$ cat src/rtl/serial_addsub_if.sv
// Operand/result bundle for the bit-serial adder/subtractor.
// ovf is present only when SERIAL_ADDSUB_OVF_EN is defined.
interface serial_addsub_if #(
   parameter int unsigned WIDTH = 8
);
   logic             start;
   logic             op;
   logic [WIDTH-1:0] a;
   logic [WIDTH-1:0] b;
   logic             busy;
   logic             done;
   logic [WIDTH-1:0] result;
   logic             cout;
`ifdef SERIAL_ADDSUB_OVF_EN
   logic             ovf;
`endif

   modport master (
      output start, op, a, b,
      input  busy, done, result, cout
`ifdef SERIAL_ADDSUB_OVF_EN
      , input ovf
`endif
   );

   modport slave (
      input  start, op, a, b,
      output busy, done, result, cout
`ifdef SERIAL_ADDSUB_OVF_EN
      , output ovf
`endif
   );
endinterface

$ cat src/rtl/serial_addsub.sv
// Bit-serial unsigned adder/subtractor: one full-adder/subtractor cell, LSB first.
// Optional signed-overflow flag enabled by SERIAL_ADDSUB_OVF_EN.
module serial_addsub #(
   parameter int unsigned WIDTH = 8
) (
   input logic            clk,
   input logic            rst,
   serial_addsub_if.slave bus
);
   localparam int unsigned CW = $clog2(WIDTH);

   typedef enum logic [1:0] {S_IDLE, S_RUN, S_DONE} state_t;

   state_t           state_q, state_d;
   logic [CW-1:0]    cnt_q, cnt_d;
   logic             carry_q, carry_d;
   logic             op_q, op_d;
   logic [WIDTH-1:0] a_sh_q, a_sh_d;
   logic [WIDTH-1:0] b_sh_q, b_sh_d;
   logic [WIDTH-2:0] acc_q, acc_d;
   logic             busy_q, busy_d;
   logic             done_q, done_d;
   logic [WIDTH-1:0] result_q, result_d;
   logic             cout_q, cout_d;
`ifdef SERIAL_ADDSUB_OVF_EN
   logic             a_msb_q, a_msb_d;
   logic             b_msb_q, b_msb_d;
   logic             ovf_q, ovf_d;
`endif

   logic ai_c, bi_c, s_c, cnext_c;

   // State and datapath registers
   always_ff @(posedge clk or posedge rst) begin
      if (rst) begin
         state_q  <= S_IDLE;
         cnt_q    <= '0;
         carry_q  <= 1'b0;
         op_q     <= 1'b0;
         a_sh_q   <= '0;
         b_sh_q   <= '0;
         acc_q    <= '0;
         busy_q   <= 1'b0;
         done_q   <= 1'b0;
         result_q <= '0;
         cout_q   <= 1'b0;
`ifdef SERIAL_ADDSUB_OVF_EN
         a_msb_q  <= 1'b0;
         b_msb_q  <= 1'b0;
         ovf_q    <= 1'b0;
`endif
      end else begin
         state_q  <= state_d;
         cnt_q    <= cnt_d;
         carry_q  <= carry_d;
         op_q     <= op_d;
         a_sh_q   <= a_sh_d;
         b_sh_q   <= b_sh_d;
         acc_q    <= acc_d;
         busy_q   <= busy_d;
         done_q   <= done_d;
         result_q <= result_d;
         cout_q   <= cout_d;
`ifdef SERIAL_ADDSUB_OVF_EN
         a_msb_q  <= a_msb_d;
         b_msb_q  <= b_msb_d;
         ovf_q    <= ovf_d;
`endif
      end
   end

   // Next-state, serial cell and registered-output logic
   always_comb begin
      state_d  = state_q;
      cnt_d    = cnt_q;
      carry_d  = carry_q;
      op_d     = op_q;
      a_sh_d   = a_sh_q;
      b_sh_d   = b_sh_q;
      acc_d    = acc_q;
      busy_d   = busy_q;
      done_d   = 1'b0;
      result_d = result_q;
      cout_d   = cout_q;
`ifdef SERIAL_ADDSUB_OVF_EN
      a_msb_d  = a_msb_q;
      b_msb_d  = b_msb_q;
      ovf_d    = ovf_q;
`endif

      ai_c    = a_sh_q[0];
      bi_c    = b_sh_q[0];
      s_c     = ai_c ^ bi_c ^ carry_q;
      cnext_c = op_q ? ((~ai_c & bi_c) | (carry_q & ~(ai_c ^ bi_c)))
                     : ((ai_c & bi_c)  | (carry_q & (ai_c ^ bi_c)));

      case (state_q)
         S_IDLE: begin
            if (bus.start) begin
               a_sh_d  = bus.a;
               b_sh_d  = bus.b;
               op_d    = bus.op;
               carry_d = 1'b0;
               cnt_d   = '0;
               busy_d  = 1'b1;
               state_d = S_RUN;
`ifdef SERIAL_ADDSUB_OVF_EN
               a_msb_d = bus.a[WIDTH-1];
               b_msb_d = bus.b[WIDTH-1];
`endif
            end
         end
         S_RUN: begin
            a_sh_d  = a_sh_q >> 1;
            b_sh_d  = b_sh_q >> 1;
            // New bit enters at the top; oldest bits drift toward bit 0
            acc_d   = (WIDTH-1)'({s_c, acc_q} >> 1);
            carry_d = cnext_c;
            cnt_d   = cnt_q + CW'(1);
            if (cnt_q == CW'(WIDTH - 1)) begin
               cnt_d    = '0;
               busy_d   = 1'b0;
               done_d   = 1'b1;
               result_d = {s_c, acc_q};
               cout_d   = cnext_c;
               state_d  = S_DONE;
`ifdef SERIAL_ADDSUB_OVF_EN
               ovf_d    = op_q ? ((a_msb_q != b_msb_q) && (s_c != a_msb_q))
                               : ((a_msb_q == b_msb_q) && (s_c != a_msb_q));
`endif
            end
         end
         S_DONE: state_d = S_IDLE;
         default: state_d = S_IDLE;
      endcase
   end

   assign bus.busy   = busy_q;
   assign bus.done   = done_q;
   assign bus.result = result_q;
   assign bus.cout   = cout_q;
`ifdef SERIAL_ADDSUB_OVF_EN
   assign bus.ovf    = ovf_q;
`endif
endmodule
$ cat src/flat_wrapper.sv
// flat-port wrapper written by rule: the top's interface ports become plain ports
module serial_addsub_flat 
#(
   parameter int unsigned WIDTH = 8
)
  (clk, rst, bus_start, bus_op, bus_a, bus_b, bus_busy, bus_done, bus_result, bus_cout);
  serial_addsub_if #(.WIDTH(WIDTH)) bus_i ();
  input logic clk;
  input logic rst;
  input wire logic [$bits(bus_i.start)-1:0] bus_start;
  input wire logic [$bits(bus_i.op)-1:0] bus_op;
  input wire logic [$bits(bus_i.a)-1:0] bus_a;
  input wire logic [$bits(bus_i.b)-1:0] bus_b;
  output wire logic [$bits(bus_i.busy)-1:0] bus_busy;
  output wire logic [$bits(bus_i.done)-1:0] bus_done;
  output wire logic [$bits(bus_i.result)-1:0] bus_result;
  output wire logic [$bits(bus_i.cout)-1:0] bus_cout;
  assign bus_i.start = bus_start;
  assign bus_i.op = bus_op;
  assign bus_i.a = bus_a;
  assign bus_i.b = bus_b;
  assign bus_busy = bus_i.busy;
  assign bus_done = bus_i.done;
  assign bus_result = bus_i.result;
  assign bus_cout = bus_i.cout;
  serial_addsub #(.WIDTH(WIDTH)) u_core (.clk(clk), .rst(rst), .bus(bus_i));
endmodule
$ cat config.mk
export PLATFORM = sky130hd
export DESIGN_NAME = serial_addsub_flat
export DESIGN_NICKNAME = d
export VERILOG_FILES = /design/src/rtl/serial_addsub_if.sv /design/src/rtl/serial_addsub.sv /design/src/flat_wrapper.sv
export SDC_FILE = /design/constraint.sdc
export NUM_CORES = 1
export LEC_CHECK = 0
export CAP_MARGIN = 20
export CORE_AREA = 4 4 133 71
export DETAILED_ROUTE_END_ITERATION = 7
export DIE_AREA = 0 0 137 75
export PLACE_DENSITY = 0.43
export SKIP_LAST_GASP = 1
export SYNTH_ARGS = -nofsm -noshare
export SYNTH_HDL_FRONTEND = slang
export SYNTH_SLANG_ARGS = --single-unit
$ cat constraint.sdc
create_clock -name clk -period 3.55 [get_ports clk]
set_input_delay 0.355 -clock clk [delete_from_list [all_inputs] [get_ports clk]]
set_output_delay 0.355 -clock clk [all_outputs]
set_load 0.005 [all_outputs]
Word-level counts from Yosys, hierarchy flattened
Index checks and enable logic that the tools add are counted.

word-level totals
  bits of input ports = 20
  flip-flop bits (word level) = 41
  output and inout port bits = 11

operators by class
  $add $sub $neg = 1
  reductions and logical operators = 7
  bitwise operators = 10
  eq/ne operators = 4
  muxes and demuxes = 18

operators by type and width
  kind                 count
  $pmux 8 s2           2
  $mux 8               2
  $reduce_and 2->1     4
  $mux 1               6
  $mux 3               2
  $pmux 3 s2           1
  $and 1x1->1          4
  $mux 2               2
  $pmux 1 s2           2
  $pmux 2 s2           1
  $add 3x1->3 const B  1
  $eq 3x3->1 const B   1
  $reduce_and 3->1     1
  $eq 2x1->1 const B   1
  $logic_not 2->1      1
  $ne 2x1->1 const B   1
  $ne 2x2->1 const B   1
  $not 1->1            2
  $or 1x1->1           2
  $reduce_bool 2->1    1
  $xor 1x1->1          2

Longest topological paths before layout
  word-level depth = 6
  gate-level depth with buffers = 6

Least setup slack after synthesis
Ideal clock, no wire load.

  path type = reg2reg
  start = register u_core.cnt_q[0]
  end = register u_core.result_q[0] (netlist: u_core.bus.result[0])
  path buffers = 1
  slack = 2.090 ns
  period minus slack after synthesis = 1.460 ns
  arrival time = 1.335 ns
  cell stages (with the launch flop) = 6
  required time = 3.425 ns
  cell sequence = dfrtp_1 ha_1 ha_1 nand3b_4 buf_6 mux2_4

between the ends
  cells in the longest elaborated chain, start to end = 2

RTL lines
  item                               line                  source
  start: declaration                 serial_addsub.sv:15   logic [CW-1:0] cnt_q, cnt_d;
  start signal: assignment           serial_addsub.sv:54   cnt_q <= cnt_d;
  $eq 3x3->1                         serial_addsub.sv:120  if (cnt_q == CW'(WIDTH - 1)) begin
  $reduce_and 2->1 (no source line)  -
  end signal: assignment             serial_addsub.sv:62   result_q <= result_d;
  end: declaration                   serial_addsub.sv:23   logic [WIDTH-1:0] result_q, result_d;

No other way between the ends.
A chain may end at the register's enable or synchronous reset.

Worst setup path after layout
  start = input bus_start
  end = register u_core.op_q

between the ends
  cells in the longest elaborated chain, start to end = 1

RTL lines
  item                               line                 source
  start: declaration                 flat_wrapper.sv:10   input wire logic [$bits(bus_i.start)-1:0] bus_start;
  $reduce_and 2->1 (no source line)  -
  end signal: assignment             serial_addsub.sv:56  op_q <= op_d;
  end: declaration                   serial_addsub.sv:17  logic op_q, op_d;

No other way between the ends.

==> metrics <==
status=finished, final reports clean; number of flops mapped to enable cells by yosys=0; reg2reg end=u_core.a_sh_q[6]; H-Tree Depth=2; Logic pwr share=between 30 and 40%; Final min period=roughly 2.0 ns; top_reg_cell synth=dfrtp_1; post-cts resize count=0; cells along the critical path=clkdlybuf4s50_1 -> nand2b_1 -> nor2_1 -> mux2_2; Cell Area, Synth=between 1500 and 2000 sq um; initial antenna violation count=0; max-cap violations=0; Num Clock Sinks=41; # nets final=210; Max clock buf depth=2; vias in the first global route=around 1200; worst-margin pin slew=0.7226 ns; CP top delay family=buffers and inverters; Final period util=a little under three fifths; Fillers=866; clock share of power=between 20% and 30%; Hold Path Class=register to register; slowest stage cell, crit path=clkdlybuf4s50_1; WP data arrival=2.13 ns; cts bufs inserted=5; Critical R2R Launch=u_core.state_q[0]; Final Hold Viols=0; WL/cell=around 14 um; Worst-path clk slew=about 0.060 ns; DP Area=~2200 sq um; height of the chip=75 um; fin cells=303; cts hold-fix bufs=0; pin count of the biggest net entering global routing=42; Buf/Inv on CP=1; leakage power=1.021 nW; Hold EP=u_core.bus.cout; core area=between 8000 and 9000 sq um; Final Cell Area=2421 sq um; final setup fails=0; synth unique cells=32; Via density=4.069; Setup Fix Bufs, Post-CTS=0; asr flop ratio synth=between 90% and 100%; TNS Setup=0 ns; synth warn=0; total die area=slightly above 10000 sq um; I/O pins=31; Int Pwr=0.001493 W; Critical Path Sink Type=register; Final ANT Viol Nets=0; total number of vias=approximately 1200; FMAX=509.3 MHz; flops & latches, synth=between 40 and 50; hold_sp=u_core.bus.cout; DR DRC count=0; GR Util All Layers=a little under a tenth; clk_lat worst skew=~0.28 ns; DP Cell Count=295; CTS Root Cell=clkbuf_16; Yosys top cell by area=dfrtp_1; P per Cell Area=between 800 and 900 nW/um^2; worst IR drop on VDD=0.0002196 V; Psw=approximately 0.00066 W; Overflow after GRT=0; first-pass GRT wire length=7065 um; Worst Skew=~0.0032 ns; synth top area cells=dfrtp_1, mux2_2, o22ai_1, mux2_4, nor3_1; Buffers on Ports=30; ratio of cells with drive above 1 in the final layout=around 15%; crit path kind=input pin to register; Slew Viols, Final=0; share of power burned in registers=between 40 and 50%; drt initial violations=188; effective utilization at floorplan=22.11%; die width=roughly 140 um; Worst Reg2Reg Path Length in Cells=3; reg2reg setup slack=1.70 ns; CTS tree=done; WL final=roughly 4300 um; RSZ-0062 raised after global routing=no; top post-synthesis cells by count=dfrtp_1, o22ai_1, nor3_1, a21oi_1; most common cell in the netlist=dfrtp_1; dpl hpwl=~3000 um; final weighted congestion in routability-driven placement=between 0.7 and 0.8; CP max stage delay=roughly 0.8 ns; Syn Inst Count=between 150 and 200; syn_area_per_cell=roughly 12 sq um; Seq/Total Area, Yosys=55.18%; switching share of power=a little under a third; Rel. slew slack=roughly 52%; Hold Path Depth=2; startpoint types=input pin; CP max FO=15; router iterations before antenna repair=3; Post-Synthesis Net Count=between 150 and 200; Ant. Diodes=0; WP data required=approximately 3.7 ns; area delta synth->final=30.22%; row cnt=24; share of Yosys cell area claimed by the top area cell type=between 50% and 60%
## power groups by stage
stage / clock network (W) / logic, W / registers [W]
global route: 0.000629 / 0.000794 / 0.000911
detailed placement: 0 / 0.000707 / 0.000881
finish: 0.000585 / 0.000698 / 0.000870
global placement: 0 / 0.000702 / 0.000882
CTS: 0.000602 / 0.000711 / 0.000874
floorplan: 0 / 0.000541 / 0.000811
## per-layer routing
| layer | GRT usage (%) | vias up | wire (um) |
|---|---|---|---|
| met2 | 10.31 | 23 | 1393 |
| met5 | 0 | - | 0 |
| met3 | 3.738 | 5 | 246 |
| met4 | 2.323 | 0 | 29 |
| met1 | 14.95 | 582 | 2638 |
| li1 | - | 623 | - |
## kinds of logic (layout without fill, tap and decap cells)
| logic type | after synthesis | after routing | synth area share, % |
|---|---|---|---|
| buffers and inverters | 17 | 46 | 5.854 |
| AOI/OAI and AO/OA | 42 | 42 | 13.80 |
| muxes | 15 | 15 | 10.03 |
| adders and majority gates | 5 | 5 | 4.173 |
| DFF | 41 | 41 | 55.18 |
| and+or+nand+nor | 37 | 37 | 10.97 |
## worst max-delay path by stage
stage	startpoint	to	slack [ns]	cells after the start
after global placement	bus_start	u_core.op_q	1.40	4
final	bus_start	u_core.op_q	1.59	4
after global routing	bus_start	u_core.op_q	1.47	4
after floorplan	u_core.cnt_q[0]	u_core.bus.result[0]	2.09	5
after CTS	bus_start	u_core.op_q	1.60	4
after detailed placement	bus_start	u_core.op_q	1.29	4
## area by class of cell
cell class | count | area, sq um | area share [%]
clock buffer | 5 | 125.1 | 5.168
clock inverter | 3 | 65.06 | 2.687
inverter | 7 | 26.28 | 1.085
multi-input combinational | 99 | 724.4 | 29.92
sequential | 41 | 1026 | 42.38
tap | 117 | 146.4 | 6.047
timing repair buffer | 31 | 307.8 | 12.71
## through the flow
stage / utilization (%) / hold slack, ns / setup WS, ns / power [W]
floorplan: - / 0.4678 / 2.090 / 0.001352
global placement: 26.53 / 0.4675 / 1.405 / 0.001583
detailed placement: 26.53 / 0.4785 / 1.291 / 0.001588
CTS: 28.79 / 0.4926 / 1.603 / 0.002187
global route: 28.79 / 0.5209 / 1.474 / 0.002335
finish: 28.79 / 0.4904 / 1.586 / 0.002153
## flip-flops by register name, summed over array words and instances, names as in the netlist
signal / cells
u_core.bus.busy: 1
u_core.bus.cout: 1
u_core.bus.result: 8
u_core.bus.done: 1
u_core.acc_q: 7
u_core.carry_q: 1
u_core.cnt_q: 3
u_core.b_sh_q: 8
u_core.a_sh_q: 8
u_core.state_q: 2
u_core.op_q: 1
## layout by cell type (no fill, tap or decap), drive strengths merged
cell | synthesis | layout
o21ai | 11 | 11
inv | 6 | 6
o21ba | 1 | 1
a22o | 2 | 2
nor2 | 8 | 8
nor4b | 1 | 1
o22a | 1 | 1
o31ai | 1 | 1
ha | 3 | 3
o22ai | 14 | 14
fa | 2 | 2
or3b | 1 | 1
o21bai | 1 | 1
a21oi | 10 | 10
nor3 | 13 | 13
dfrtp | 41 | 41
mux2 | 14 | 14
buf | 10 | 1
nand2b | 2 | 2
nand3b | 1 | 1
clkbuf | 0 | 5
and3 | 1 | 1
a211oi | 1 | 1
nand2 | 8 | 8
clkdlybuf4s50 | 0 | 30
nor3b | 1 | 1
and2b | 1 | 1
bufinv | 0 | 2
mux2i | 1 | 1
clkinv | 1 | 2
## worst min-delay path, delay by kind of cell, from the launching register on
family,cells,cell delay [ns]
DFF,1,0.35
AOI/OAI and AO/OA,1,0.06
and+or+nand+nor,1,0.05
(Power assumes the default switching activity.)
